<file path="src/rtl/mem_arbiter.sv">
// mem_arbiter: single-port RAM arbiter between the fetch path (I) and the
// execute/data path (D). At most one grant per cycle; read data (or a store
// acknowledge) comes back exactly one cycle after the grant. A taken branch
// (i_flush_i) blocks a fetch grant and kills a fetch response in the same cycle.
//
// Ports:
//   m_clock, p_reset              clock, asynchronous active-high reset
//   i_valid_i/i_ready_o/i_addr_i  fetch request handshake and byte address
//   i_flush_i                     branch taken
//   i_rvalid_o/i_rdata_o          fetch response
//   d_valid_i/d_ready_o/d_addr_i  data request handshake and byte address
//   d_write_i/d_width_i/d_wdata_i store flag, access width, store data
//   d_rvalid_o/d_rdata_o          load data / store ack (rdata 0 on ack)
//   mem_*                         RAM port; mem_rdata_i valid the cycle after mem_en_o
//
// Build option: MEM_ARB_FAIR_EN enables the data-streak counter and the
// fairness override that grants a waiting fetch after MAX_DSTREAK data grants.
// Without it, data has strict priority and fetch can starve.

module mem_arbiter #(
  parameter int MAX_DSTREAK = 4
) (
  input  logic        m_clock,
  input  logic        p_reset,
  input  logic        i_valid_i,
  output logic        i_ready_o,
  input  logic [31:0] i_addr_i,
  input  logic        i_flush_i,
  output logic        i_rvalid_o,
  output logic [31:0] i_rdata_o,
  input  logic        d_valid_i,
  output logic        d_ready_o,
  input  logic [31:0] d_addr_i,
  input  logic        d_write_i,
  input  logic [1:0]  d_width_i,
  input  logic [31:0] d_wdata_i,
  output logic        d_rvalid_o,
  output logic [31:0] d_rdata_o,
  output logic        mem_en_o,
  output logic        mem_we_o,
  output logic [31:0] mem_addr_o,
  output logic [1:0]  mem_width_o,
  output logic [31:0] mem_wdata_o,
  input  logic [31:0] mem_rdata_i
);

  typedef enum logic [1:0] {
    NONE  = 2'd0,
    OWN_I = 2'd1,
    OWN_D = 2'd2
  } own_t;

  own_t own_r;
  logic wr_r;
  logic grant_i_s;
  logic grant_d_s;
  logic fair_s;

`ifdef MEM_ARB_FAIR_EN
  localparam logic [3:0] MAX_S = 4'(MAX_DSTREAK);
  logic [3:0] dstreak_r;
`endif

  // Grant decision; grants are suppressed while reset is held so the RAM
  // sees no access during reset.
  always_comb begin
`ifdef MEM_ARB_FAIR_EN
    fair_s = (dstreak_r == MAX_S) && i_valid_i && !i_flush_i;
`else
    fair_s = 1'b0;
`endif
    grant_i_s = 1'b0;
    grant_d_s = 1'b0;
    if (p_reset) begin
      grant_i_s = 1'b0;
      grant_d_s = 1'b0;
    end else if (d_valid_i && !fair_s) begin
      grant_d_s = 1'b1;
    end else if (i_valid_i && !i_flush_i) begin
      grant_i_s = 1'b1;
    end else begin
      grant_i_s = 1'b0;
      grant_d_s = 1'b0;
    end
  end

  assign i_ready_o = grant_i_s;
  assign d_ready_o = grant_d_s;

  // RAM port mux: follows the granted requester, all zero when idle.
  always_comb begin
    mem_en_o    = 1'b0;
    mem_we_o    = 1'b0;
    mem_addr_o  = 32'h0000_0000;
    mem_width_o = 2'b00;
    mem_wdata_o = 32'h0000_0000;
    if (grant_d_s) begin
      mem_en_o    = 1'b1;
      mem_we_o    = d_write_i;
      mem_addr_o  = d_addr_i;
      mem_width_o = d_width_i;
      mem_wdata_o = d_wdata_i;
    end else if (grant_i_s) begin
      mem_en_o    = 1'b1;
      mem_we_o    = 1'b0;
      mem_addr_o  = i_addr_i;
      mem_width_o = 2'b10;
      mem_wdata_o = 32'h0000_0000;
    end else begin
      mem_en_o    = 1'b0;
    end
  end

  // Response owner pipeline (1 deep) plus the data-streak counter.
  always_ff @(posedge m_clock or posedge p_reset) begin
    if (p_reset) begin
      own_r     <= NONE;
      wr_r      <= 1'b0;
`ifdef MEM_ARB_FAIR_EN
      dstreak_r <= 4'd0;
`endif
    end else begin
      if (grant_d_s) begin
        own_r <= OWN_D;
        wr_r  <= d_write_i;
      end else if (grant_i_s) begin
        own_r <= OWN_I;
        wr_r  <= 1'b0;
      end else begin
        own_r <= NONE;
        wr_r  <= 1'b0;
      end
`ifdef MEM_ARB_FAIR_EN
      // Counts data grants that overtook a waiting fetch; saturates at the cap.
      if (grant_i_s || !i_valid_i) begin
        dstreak_r <= 4'd0;
      end else if (grant_d_s && (dstreak_r != MAX_S)) begin
        dstreak_r <= dstreak_r + 4'd1;
      end else begin
        dstreak_r <= dstreak_r;
      end
`endif
    end
  end

  // Response steering; a flush in the response cycle drops a fetch response.
  always_comb begin
    i_rvalid_o = 1'b0;
    i_rdata_o  = 32'h0000_0000;
    d_rvalid_o = 1'b0;
    d_rdata_o  = 32'h0000_0000;
    case (own_r)
      OWN_I: begin
        i_rvalid_o = !i_flush_i;
        i_rdata_o  = mem_rdata_i;
      end
      OWN_D: begin
        d_rvalid_o = 1'b1;
        d_rdata_o  = wr_r ? 32'h0000_0000 : mem_rdata_i;
      end
      default: begin
        i_rvalid_o = 1'b0;
        d_rvalid_o = 1'b0;
      end
    endcase
  end

endmodule
</file>
<file path="config.mk">
export PLATFORM = sky130hd
export DESIGN_NAME = mem_arbiter
export DESIGN_NICKNAME = d
export VERILOG_FILES = /design/src/rtl/mem_arbiter.sv
export SDC_FILE = /design/constraint.sdc
export NUM_CORES = 1
export LEC_CHECK = 0
export ABC_CLOCK_PERIOD_IN_PS = 1220
export BUFFER_PORTS_ARGS = -buffer_cell sky130_fd_sc_hd__buf_2
export CAP_MARGIN = 30
export CORE_AREA = 2 2 104 106
export CTS_CLUSTER_SIZE = 12
export DETAILED_ROUTE_END_ITERATION = 8
export DIE_AREA = 0 0 106 108
export PLACE_DENSITY_LB_ADDON = 0.15
export SYNTH_ARGS = -nofsm -noshare
export SYNTH_HDL_FRONTEND = slang
export SYNTH_SLANG_ARGS = --single-unit
</file>
<file path="constraint.sdc">
create_clock -name m_clock -period 1.22 [get_ports m_clock]
set_input_delay 0.061 -clock m_clock [delete_from_list [all_inputs] [get_ports m_clock]]
set_output_delay 0.061 -clock m_clock [all_outputs]
set_load 0.1 [all_outputs]
</file>
# == Word-level counts from Yosys, hierarchy flattened ==
# Cells that the tools add are included.
# W data, S select, Z words.
# totals
register_bits,3
inputBits,136
output_inout_bits,136
elab_cells,26
# op_classes
eq_ne,2
muxes,20
reduce_logical,2
# ops
cell,count
$mux W32,6
$mux W1,11
$mux W2,3
$eq A2 B1 Y1 const B,1
$eq A2 B2 Y1 const B,1
$logic_and A1 B1 Y1,1
$logic_not A1 Y1,1

# == Logic depth before layout (Yosys ltp) ==
# depth
ltp_word,7
ltp_mapped,4
ltp_nobuf,2

# == Worst setup path after synthesis ==
# OpenSTA, ideal clock, no wires.
# synth_timing
path_type,input port to output port
start,input d_valid_i
end,output i_ready_o
arrival_ps,2455
t_required_ps,1159
path_slack_ps,-1296
path_stages,3
path_buffers,2
path_cell_list,buf_2 buf_2 nor3_1
# synth_via
elab_chain_cells,2
# synth_rtl
element,line,rtl
start: declaration,31,"input logic d_valid_i,"
$mux W1,77,end else if (d_valid_i && !fair_s) begin
$mux W1,74,if (p_reset) begin
end: declaration,26,"output logic i_ready_o,"
# No other way between the ends.

# == Worst setup path in the final report ==
# layout_timing
start,register own_r[0]
end,output d_rdata_o[0]
# layout_via
elab_chain_cells,2
# layout_rtl
element,line,rtl
start: declaration,53,own_t own_r;
start signal: assignment,117,own_r <= NONE;
start signal: assignment,124,own_r <= OWN_D;
start signal: assignment,127,own_r <= OWN_I;
$eq A2 B2 Y1,152,case (own_r)
$mux W32,152,
end: declaration,38,"output logic [31:0] d_rdata_o,"
# No other way between the ends.

==> impl_metrics.env <==
export IMPL_outcome="complete, but fails checks"
export IMPL_violations="setup timing"
export IMPL_async_flop_share_pct=100.0
export IMPL_cp_max_fo=32
export IMPL_synth_top_cell_area_share_pct=40.33
export IMPL_start_kind="register"
export IMPL_ant_nets=0
export IMPL_powerDensity_mw_per_mm2=542.8
export IMPL_grt_antenna_before_repair=0
export IMPL_worstSetupPathType="register to output port"
export IMPL_cts_hold_buf=0
export IMPL_fmax_mhz=673.3
export IMPL_initial_core_util_pct=14.86
export IMPL_grt_pass1_wl_um=14370
export IMPL_relSlewSlack_pct=70.98
export IMPL_nets=637
export IMPL_wl_um=9463
export IMPL_vias_per_cell=4.231
export IMPL_die_area_sq_mm=0.01145
export IMPL_tightestPinTransition_ps=435.3
export IMPL_cts_tree="built"
export IMPL_clockBufferDepth=2
export IMPL_finalSetupTns_ps=-13950
export IMPL_cts_root_buf="clkbuf_8"
export IMPL_ys_seq_area_share_pct=4.938
export IMPL_mappedNetlistArea_sq_mm=0.001520
export IMPL_htreeDepth=1
export IMPL_drc=0
export IMPL_p_leak_uw=0.002498
export IMPL_rows=37
export IMPL_syn_inst=237
export IMPL_worstPathRequired_ps=1160
export IMPL_maxSlewViolCount=0
export IMPL_hpwl_um=7922
export IMPL_yosysUniqueCellTypes=16
export IMPL_core_sq_mm=0.01023
export IMPL_track_usage_pct=15.27
export IMPL_first_global_vias=2841
export IMPL_synth_area_per_cell_sq_um=6.414
export IMPL_yosysMostFrequentCell="and2_1"
export IMPL_maxCapViolCount=0
export IMPL_synth_seq_cells=3
export IMPL_synth_top_cell_by_area="and2_1"
export IMPL_hp_class="input port to asynchronous set/reset pin"
export IMPL_initialDrtViolationCount=104
export IMPL_synth_common_cells="and2_1, a21oi_1, nand2_1"
export IMPL_die_x_um=106
export IMPL_clkSlewWorstSetupHoldPaths_ps=30
export IMPL_rsz0062_at_grt="true"
export IMPL_hold_ws_ps=9.229
export IMPL_dr_pass1_iters=5
export IMPL_hold_violations=0
export IMPL_cts_sinks=3
export IMPL_dp_worst_setup_slack_ps=-49.29
export IMPL_post_drt_wl_per_cell_um=14.88
export IMPL_die_y_um=108
export IMPL_via_count=2691
export IMPL_synthTopCellsByArea="and2_1, nand4bb_1, a21oi_1, nand2_1, dfrtp_1"
export IMPL_cts_setup_buffers=0
export IMPL_overflow=0
export IMPL_setup_viol=65
export IMPL_fin_util_pct=57.09
export IMPL_io_buffers=271
export IMPL_diodes=0
export IMPL_area_delta_synth_final_pct=284.2
export IMPL_cts_buffers=3
export IMPL_vdd_drop_max_uv=404.7
export IMPL_io_pins=272
export IMPL_period_share_pct=121.7
export IMPL_synthFlopType="dfrtp_1"
export IMPL_place_congestion=0.7702
export IMPL_setup_slack_ps=-265.2
export IMPL_drive_above_1_share_pct=84.40
export IMPL_syn_num_nets=373
export IMPL_synth_edf_count=0
export IMPL_layout_min_cycle_time_ps=1485
export IMPL_grt_max_degree=56
export IMPL_worstPathArrival_ps=1420
export IMPL_yosys_warnings=0
export IMPL_endpoint_kind="output port"
[worst max-delay path, cell delays in order (launching register included)]
cell and delay, ps:
dfrtp_1 390, nor3b_2 240, buf_12 220, and2_2 190
buf_12 170
[metal layers]
layer,vias up,part of all wire [%],GRT usage [%]
met4,0,0.74,2.820
met5,-,0,0
met1,1218,35,16.11
li1,1320,-,-
met2,149,56,30.83
met3,4,8.3,3.556
[state kept, by name, summed over array words and instances (netlist names)]
name / cells
own_r: 2
wr_r: 1
[kinds of logic (layout without fill, tap and decap cells)]
group                  count (synthesis)  after routing  share of synthesized area [%]
AND/OR/NAND/NOR                      172            172                          76.05
AO/OA/AOI/OAI                         34             34                          11.19
buffers and inverters                 28            291                          7.819
flip-flops                             3              3                          4.938
[cell type report]
cell class,instances,area (sq um)
fillers,859,4390
repair buffers,285,3613
multi-input cells,206,1929
well taps,136,170.2
flip-flops and latches,3,75.07
clock buffers,4,45.04
inverters,2,7.507
[per-stage QoR]
| step | std cells | power, uW | cell area (sq um) |
|---|---|---|---|
| after global placement | 631 | 2868 | 5768 |
| final | 636 | 3170 | 5841 |
| after global routing | 636 | 3286 | 5841 |
| after detailed placement | 631 | 2890 | 5768 |
| after floorplan | 237 | 1814 | 2187 |
| after CTS | 635 | 3188 | 5813 |
[layout by cell type (no fill, tap or decap), drive strengths merged]
cell     netlist  final
nor3           2      2
dfrtp          3      3
nand2b         1      1
nor3b          1      1
and2          98     98
clkbuf        19      6
nand4bb       32     32
nand2         33     33
and2b          1      1
a21oi         34     34
nor2b          3      3
inv            2      2
buf            7    283
or3b           1      1
[power by group]
group	leakage, uW	internal, uW	switching (uW)
registers	0.0000401	104	2.53
clock network	0.0000228	223	62.6
logic	0.00244	1060	1720
[path summary, 6_finish.rpt]
path	start	end	slack [ps]	cells after the start
max in group asynchronous	p_reset	wr_r	1080	3
min in group m_clock	d_write_i	wr_r	120	2
max	own_r[0]	d_rdata_o[0]	-270	4
min	p_reset	own_r[1]	9	3
[repair_timing]
action,4_1_cts,5_1_grt
gates resized for setup,0,1
gates cloned,0,1
setup endpoints to repair,65,69
(Power assumes the default switching activity.)
